===== src/rtl/perf_count_sampler.sv =====
// Avalon-MM master sequencing start/stop/clear commands and tear-free reads of the
// perf-count control slave (no waitrequest, readdata registered one cycle behind address).
module perf_count_sampler #(
    parameter int unsigned MAX_RETRY = 3
) (
    input  logic        clk,
    input  logic        reset_n,
    input  logic        sel,
    input  logic        start_req,
    input  logic        stop_req,
    input  logic        clear_req,
    input  logic        read_req,
    output logic        busy,
    output logic        result_valid,
    output logic [63:0] time_count,
    output logic [31:0] event_count,
    output logic        torn,
    output logic [2:0]  m_address,
    output logic        m_begintransfer,
    output logic        m_write,
    output logic [31:0] m_writedata,
    input  logic [31:0] m_readdata
);

    localparam logic [2:0] MaxRetry = 3'(MAX_RETRY);

    typedef enum logic [2:0] {
        StIdle,
        StCmd,
        StRdHi1,
        StRdLo,
        StRdHi2,
        StRdEvt,
        StCheck
    } state_e;

    state_e      state_q;
    logic        base_q;
    logic [2:0]  retry_q;
    logic [31:0] hi1_q;
    logic [31:0] lo_q;
    logic [31:0] hi2_q;

    // Bus outputs are set on entry to a state, so each state's cycle shows its own address
    // while m_readdata carries the word addressed by the previous state.
    always_ff @(posedge clk or negedge reset_n) begin
        if (!reset_n) begin
            state_q         <= StIdle;
            base_q          <= 1'b0;
            retry_q         <= '0;
            hi1_q           <= '0;
            lo_q            <= '0;
            hi2_q           <= '0;
            busy            <= 1'b0;
            result_valid    <= 1'b0;
            time_count      <= '0;
            event_count     <= '0;
            torn            <= 1'b0;
            m_address       <= '0;
            m_begintransfer <= 1'b0;
            m_write         <= 1'b0;
            m_writedata     <= '0;
        end else begin
            result_valid    <= 1'b0;
            m_begintransfer <= 1'b0;
            m_write         <= 1'b0;
            m_writedata     <= '0;
            case (state_q)
                StIdle: begin
                    if (clear_req) begin
                        state_q         <= StCmd;
                        busy            <= 1'b1;
                        base_q          <= sel;
                        m_address       <= 3'd0;
                        m_writedata     <= 32'd1;
                        m_write         <= 1'b1;
                        m_begintransfer <= 1'b1;
                    end else if (stop_req) begin
                        state_q         <= StCmd;
                        busy            <= 1'b1;
                        base_q          <= sel;
                        m_address       <= {sel, 2'd0};
                        m_write         <= 1'b1;
                        m_begintransfer <= 1'b1;
                    end else if (start_req) begin
                        state_q         <= StCmd;
                        busy            <= 1'b1;
                        base_q          <= sel;
                        m_address       <= {sel, 2'd1};
                        m_write         <= 1'b1;
                        m_begintransfer <= 1'b1;
                    end else if (read_req) begin
                        state_q         <= StRdHi1;
                        busy            <= 1'b1;
                        base_q          <= sel;
                        retry_q         <= '0;
                        m_address       <= {sel, 2'd1};
                        m_begintransfer <= 1'b1;
                    end
                end
                StCmd: begin
                    state_q <= StIdle;
                    busy    <= 1'b0;
                end
                StRdHi1: begin
                    state_q         <= StRdLo;
                    m_address       <= {base_q, 2'd0};
                    m_begintransfer <= 1'b1;
                end
                StRdLo: begin
                    hi1_q           <= m_readdata;
                    state_q         <= StRdHi2;
                    m_address       <= {base_q, 2'd1};
                    m_begintransfer <= 1'b1;
                end
                StRdHi2: begin
                    lo_q            <= m_readdata;
                    state_q         <= StRdEvt;
                    m_address       <= {base_q, 2'd2};
                    m_begintransfer <= 1'b1;
                end
                StRdEvt: begin
                    hi2_q   <= m_readdata;
                    state_q <= StCheck;
                end
                StCheck: begin
                    // Equal high words bracket the low word, so {hi2, lo} cannot be torn.
                    if (hi1_q == hi2_q || retry_q == MaxRetry) begin
                        state_q      <= StIdle;
                        busy         <= 1'b0;
                        result_valid <= 1'b1;
                        time_count   <= {hi2_q, lo_q};
                        event_count  <= m_readdata;
                        torn         <= (hi1_q != hi2_q);
                    end else begin
                        retry_q         <= retry_q + 3'd1;
                        state_q         <= StRdHi1;
                        m_address       <= {base_q, 2'd1};
                        m_begintransfer <= 1'b1;
                    end
                end
                default: begin
                    state_q <= StIdle;
                    busy    <= 1'b0;
                end
            endcase
        end
    end

endmodule


===== config.mk =====
export PLATFORM = sky130hd
export DESIGN_NAME = perf_count_sampler
export DESIGN_NICKNAME = d
export VERILOG_FILES = /design/src/rtl/perf_count_sampler.sv
export SDC_FILE = /design/constraint.sdc
export NUM_CORES = 1
export LEC_CHECK = 0
export BUFFER_PORTS_ARGS = -buffer_cell sky130_fd_sc_hd__buf_4
export CORE_MARGIN = 10
export CORE_UTILIZATION = 57
export CTS_CLUSTER_DIAMETER = 150
export DETAILED_ROUTE_END_ITERATION = 8
export HOLD_SLACK_MARGIN = 0.1
export MAX_ROUTING_LAYER = met4
export PLACE_DENSITY = 0.87
export SLEW_MARGIN = 20
export SYNTH_ARGS = -nofsm -noshare
export SYNTH_HDL_FRONTEND = slang
export SYNTH_SLANG_ARGS = --single-unit

===== constraint.sdc =====
create_clock -name clk -period 2.8 [get_ports clk]
set_clock_uncertainty 0.2 [all_clocks]
set_input_delay 0.28 -clock clk [delete_from_list [all_inputs] [get_ports clk]]
set_output_delay 0.28 -clock clk [all_outputs]
set_load 0.02 [all_outputs]

=== After elaboration in Yosys (flattened, before gate mapping) ===
Cells that the tools add are included.

* Input port bits: 39
* Word-level logic and storage cells: 86
* Register bits: 239
* Latch bits: 0
* Output and inout bits: 136
* Memories: 0
* Bits in writable memories: 0
* Memory bits (read-only): 0

* Equal/unequal tests: 15
* Shift operators: 0
* Bitwise logic cells: 1
* Add/sub/neg operators: 1
* Reductions and logical operators: 12
* Multiplexer cells: 42
* Order comparisons: 0
* Divide/modulo/power cells: 0
* Multipliers: 0

{| class="wikitable"
|+ Operators with widths
! kind !! count
|-
| two-way mux 3 bit || 14
|-
| equality test 32 bit || 1
|-
| != test 32 bit || 1
|-
| two-way mux 1 bit || 22
|-
| one-hot mux 3 bit (6 select lines) || 1
|-
| one-hot mux 3 bit (5 select lines) || 1
|-
| != test 2 bit (second input constant) || 6
|-
| equality test 3 x 2 -> 1 bit (second input constant) || 3
|-
| equality test 3 bit (second input constant) || 3
|-
| one-hot mux 1 bit (3 select lines) || 2
|-
| one-hot mux 3 bit (2 select lines) || 1
|-
| AND reduction 3 bit || 2
|-
| AND reduction 6 bit || 1
|-
| != test 5 bit (second input constant) || 1
|-
| nonzero test 5 bit || 1
|-
| AND reduction 2 bit || 2
|-
| nonzero test 4 bit || 1
|-
| OR reduction 4 bit || 1
|-
| adder 3 x 1 -> 3 bit (second input constant) || 1
|-
| zero test 3 bit || 1
|-
| OR reduction 3 bit || 1
|-
| two-way mux 2 bit || 1
|-
| nonzero test 2 bit || 1
|-
| logical OR 1 bit || 1
|-
| inverter 1 bit || 1
|}

=== Logic depth before layout (Yosys ltp) ===
* Depth after elaboration: 5
* Depth in mapped cells: 8
* Gate-level depth less buffers: 5

=== Worst setup path after synthesis ===
Ideal clock, no wire load.

* Path kind: register -> register
* Start: register retry_q[0]
* End: register retry_q[1]
* Buffers on the path: 3
* Arrival time: 1.748 ns
* Setup slack: 0.709 ns
* Clock period less this slack: 2.091 ns
* Cell stages (with the launch flop): 9
* Library setup time: 0.142 ns
* Required time: 2.458 ns
* Cells stage by stage: dfrtp_1 > ha_1 > ha_1 > clkbuf_1 > clkbuf_1 > clkbuf_1 > nor2_1 > o211ai_1 > o211ai_1

* Word-level cells in the longest chain between the ends: 4
* Elaborated cells on any way between the ends: 7
* Classes of those cells: 1 x add/sub; 2 x eq/ne; 2 x mux; 2 x reduce/logical

{| class="wikitable"
|+ Ends and longest elaborated chain
! what !! line !! text
|-
| start: declaration || 39 || <nowiki>logic [2:0] retry_q;</nowiki>
|-
| start signal: assignment || 136 || <nowiki>retry_q <= retry_q + 3'd1;</nowiki>
|-
| parallel branches: the longest is 4 deep, another holds adder 3 x 1 -> 3 bit || n/a ||
|}

Several ways; the timed one is not identified. The select of a mux whose other input is x is not followed.
A chain may end at the register's enable or synchronous reset.

=== Worst setup path after layout ===
* Start: register hi2_q[13]
* End: register time_count[29]

* Word-level cells in the longest chain between the ends: 3

{| class="wikitable"
|+ Ends and longest elaborated chain
! what !! line !! text
|-
| start: declaration || 42 || <nowiki>logic [31:0] hi2_q;</nowiki>
|-
| start signal: assignment || 123 || <nowiki>hi2_q <= m_readdata;</nowiki>
|-
| equality test 32 bit || 128 || <nowiki>if (hi1_q == hi2_q || retry_q == MaxRetry) begin</nowiki>
|-
| logical OR 1 bit || 128 ||
|-
| AND reduction 2 bit (no source line) || n/a ||
|-
| end signal: assignment || 132 || <nowiki>time_count <= {hi2_q, lo_q};</nowiki>
|-
| end: declaration || 15 || <nowiki>output logic [63:0] time_count,</nowiki>
|}

No other way between the ends.

==> flow_summary.toml <==
[sta]
finalCriticalPeriod_ps = 2710
period_share = 0.968
setup_slack_ps = 89.9
slew_headroom = 0.495
clock.fmax_ghz = 0.369
finalSetupViolCount = 0
worst_pin_slew_ps = 751
hold_viol_final = 0
slew_violations = 0
whs_ps = 130

[power]
p_switching_w = 0.00418
powerDensity_mw_per_mm2 = 891
combPwrFrac = 0.332
power_frac_clock = 0.249
pwr-share-seq = 0.418
ir_drop_mv = 0.484
switching_share = 0.363
p_int_w = 0.00734
p_leak_nw = 6.10

[layout]
synthToLayoutAreaGrowth_pct = 20.9
diodes = 0
stdcell_area_mm2 = 0.0129
drive_gt1_frac = 0.262
final_nets = 1213
nFillCells = 1279

[routing]
ant_nets = 0
via_per_inst = 6.61
vias = 9383
route.detailed.drc = 0
drtIter0Drc = 1156
wl_per_cell_um = 22.6
drt-total-wl_mm = 32.2
firstDrtPassIters = 7

[setup_path]
path_class = "reg2reg"
cp-end-kind = "flop"
cp-start-kind = "flop"
rr_worst_depth = 6
crit_end = "time_count[29]$_DFFE_PN0P_"
crit_start = "hi2_q[13]$_DFFE_PN0N_"
crit_required_ps = 2910
worstReg2RegStart = "hi2_q[13]$_DFFE_PN0N_"
cp.arrival_ps = 2820
r2r_slack_ps = 90
timing.rr.end = "time_count[29]$_DFFE_PN0P_"
critPathMaxFanout = 81

[synth]
synth.most_common_cell = "dfrtp_1"
synth_xor_area_frac = 0.0262
synth_fa_ha_area_frac = 0.00234
synthFlopType = "dfrtp_1"
seq_area_frac_synth = 0.486
synth-seq-cells = 208
yosys.area_share.simple = 0.141
ys_warn_count = 0
ys_types = 41
ys_top_cells_by_count = "208 x dfrtp_1, 104 x a21oi_1, 99 x inv_1, 99 x nand4_1, 98 x and3_1"
syn_area_per_cell_um2 = 10.3
netlist.area_leader.share = 0.486
syn_inst = 1040
synth_mux_area_frac = 0.103
synth_area_leader_cell = "dfrtp_1"
synthTopCellsByArea = "dfrtp_1 49%, mux2_2 10%, nand4_1 5.8%"
synth_edf_count = 0
ys_async_sr_fraction = 1.00
synth_top_family_by_area = "compound AO/OA/AOI/OAI gates"
netlist_area_mm2 = 0.0107
synth_compound_area_frac = 0.141

[clock_network]
clock_path_buffers = 3
clkSlewWorstSetupHoldPaths_ps = 60
worstSkewPairLatency_ps = 510
cts_setup_buffers = 0
numCtsBuffers = 23
ctsHtreeMaxLevel = 1
cts_sinks = 208
cts_tree = "done"
root_buffer = "clkbuf_16"

[hold_path]
holdCritPathClass = "in2reg"

[place]
place_area_mm2 = 0.0118
gp_congestion = 0.851
dp_hpwl_mm = 19.9
dpl_worst_slack_ps = 196
io_buffers = 143

[floorplan]
die_area_mm2 = 0.0247
die_h_um = 157
io_pins = 175
row_count = 50
core_mm2 = 0.0186
initial_core_util = 0.576
die_x_um = 157

[global_route]
antenna_found_initial = 0
gr-total-overflow = 0
grt_pass1_wl_mm = 50.7
grtUsageTotal = 0.260
grt_pass1_vias = 9262
grt_max_degree = 109

[outcome]
status = "completed"

[flow_run]
maxCapViolCount = 0
[final cells by class]
cell class	instances	area, µm²	area share
Timing Repair Buffer	208	1790	0.138
Sequential cell	208	5200	0.402
Clock buffer	35	681	0.0526
Clock inverter	4	22.5	0.00174
Tap cell	234	293	0.0226
Inverter	99	372	0.0287
Multi-Input combinational cell	632	4570	0.354
[worst max-delay path, stage by stage (launching register included)]
cell      delay [ps]
dfrtp_1          480
xor2_1           290
nor4_2           360
nand4_1          330
nor2_4           220
buf_12           330
o311ai_0         270
[layer usage]
metal	track usage	up-vias	share of wire
li1	-	4043	-
met1	0.323	4649	0.38
met2	0.406	570	0.48
met3	0.0456	121	0.091
met4	0.126	0	0.050
met5	-	-	0
[cells in the final DEF, fill, tap and decap left out, types with 2 or more instances in the layout]
cell           count
dfrtp_1          208
buf_4            159
a21oi_1          104
inv_1             99
nand4_1           99
and3_1            98
mux2_2            97
o311ai_0          61
dlygate4sd3_1     38
o311ai_1          35
xor2_1            32
conb_1            31
clkbuf_16         23
nand2_1           13
nor4_1            10
buf_12            10
nor2_1             7
nor3_1             7
clkbuf_8           7
o211ai_1           6
clkbuf_1           6
o21ai_0            5
o31ai_1            3
clkinv_2           3
nor2_4             2
nor2b_1            2
and4_4             2
a31o_2             2
[power groups by stage]
stage                     clock network [W]  registers [W]  logic [W]
after global placement                    0        0.00473    0.00351
after detailed placement                  0        0.00481    0.00365
after CTS                           0.00287        0.00478    0.00374
after global routing                0.00301        0.00493    0.00412
final                               0.00287        0.00482    0.00383
after floorplan                           0        0.00472    0.00248
[sequential cells by signal, summed over array words and instances, names as in the netlist]
name,cells
time_count,64
event_count,32
hi1_q,32
hi2_q,32
lo_q,32
m_address,3
retry_q,3
state_q,3
base_q,1
busy,1
m_begintransfer,1
m_write,1
m_writedata,1
result_valid,1
torn,1
[logic make-up (layout without fill, tap and decap cells)]
logic type | Yosys count | after routing
flip-flops | 208 | 208
XOR/XNOR | 32 | 32
AND/OR/NAND/NOR | 248 | 248
AO/OA/AOI/OAI | 221 | 221
multiplexers | 98 | 98
adder cells (fa/ha/maj) | 2 | 2
other | 1 | 31
buffers and inverters | 230 | 346
[what timing repair did]
item | in CTS | in global routing
hold buffers | 38 | 0
hold endpoints to repair | 216 | 0
gates resized for setup | 0 | 1
endpoints found under the setup margin | 0 | 68
[through the flow]
step	util	total power [W]	instances	TNS, ps
floorplan	-	0.00720	1070	0
global placement	0.638	0.00824	1343	0
detailed placement	0.638	0.00846	1343	0
CTS	0.696	0.0114	1420	0
global route	0.696	0.0121	1420	-20.5
finish	0.696	0.0115	1420	0
[worst min-delay path by stage]
stage / depth (start not counted) / end / start
CTS: 5 / retry_q[1]$_DFFE_PN0P_ / read_req
finish: 5 / retry_q[1]$_DFFE_PN0P_ / read_req
global route: 5 / retry_q[2]$_DFFE_PN0P_ / read_req
floorplan: 0 / base_q$_DFFE_PN0P_ / reset_n
global placement: 1 / m_write$_DFF_PN0_ / reset_n
detailed placement: 1 / m_writedata[0]$_DFF_PN0_ / reset_n
Note: power is estimated with default switching activity, not from simulation.
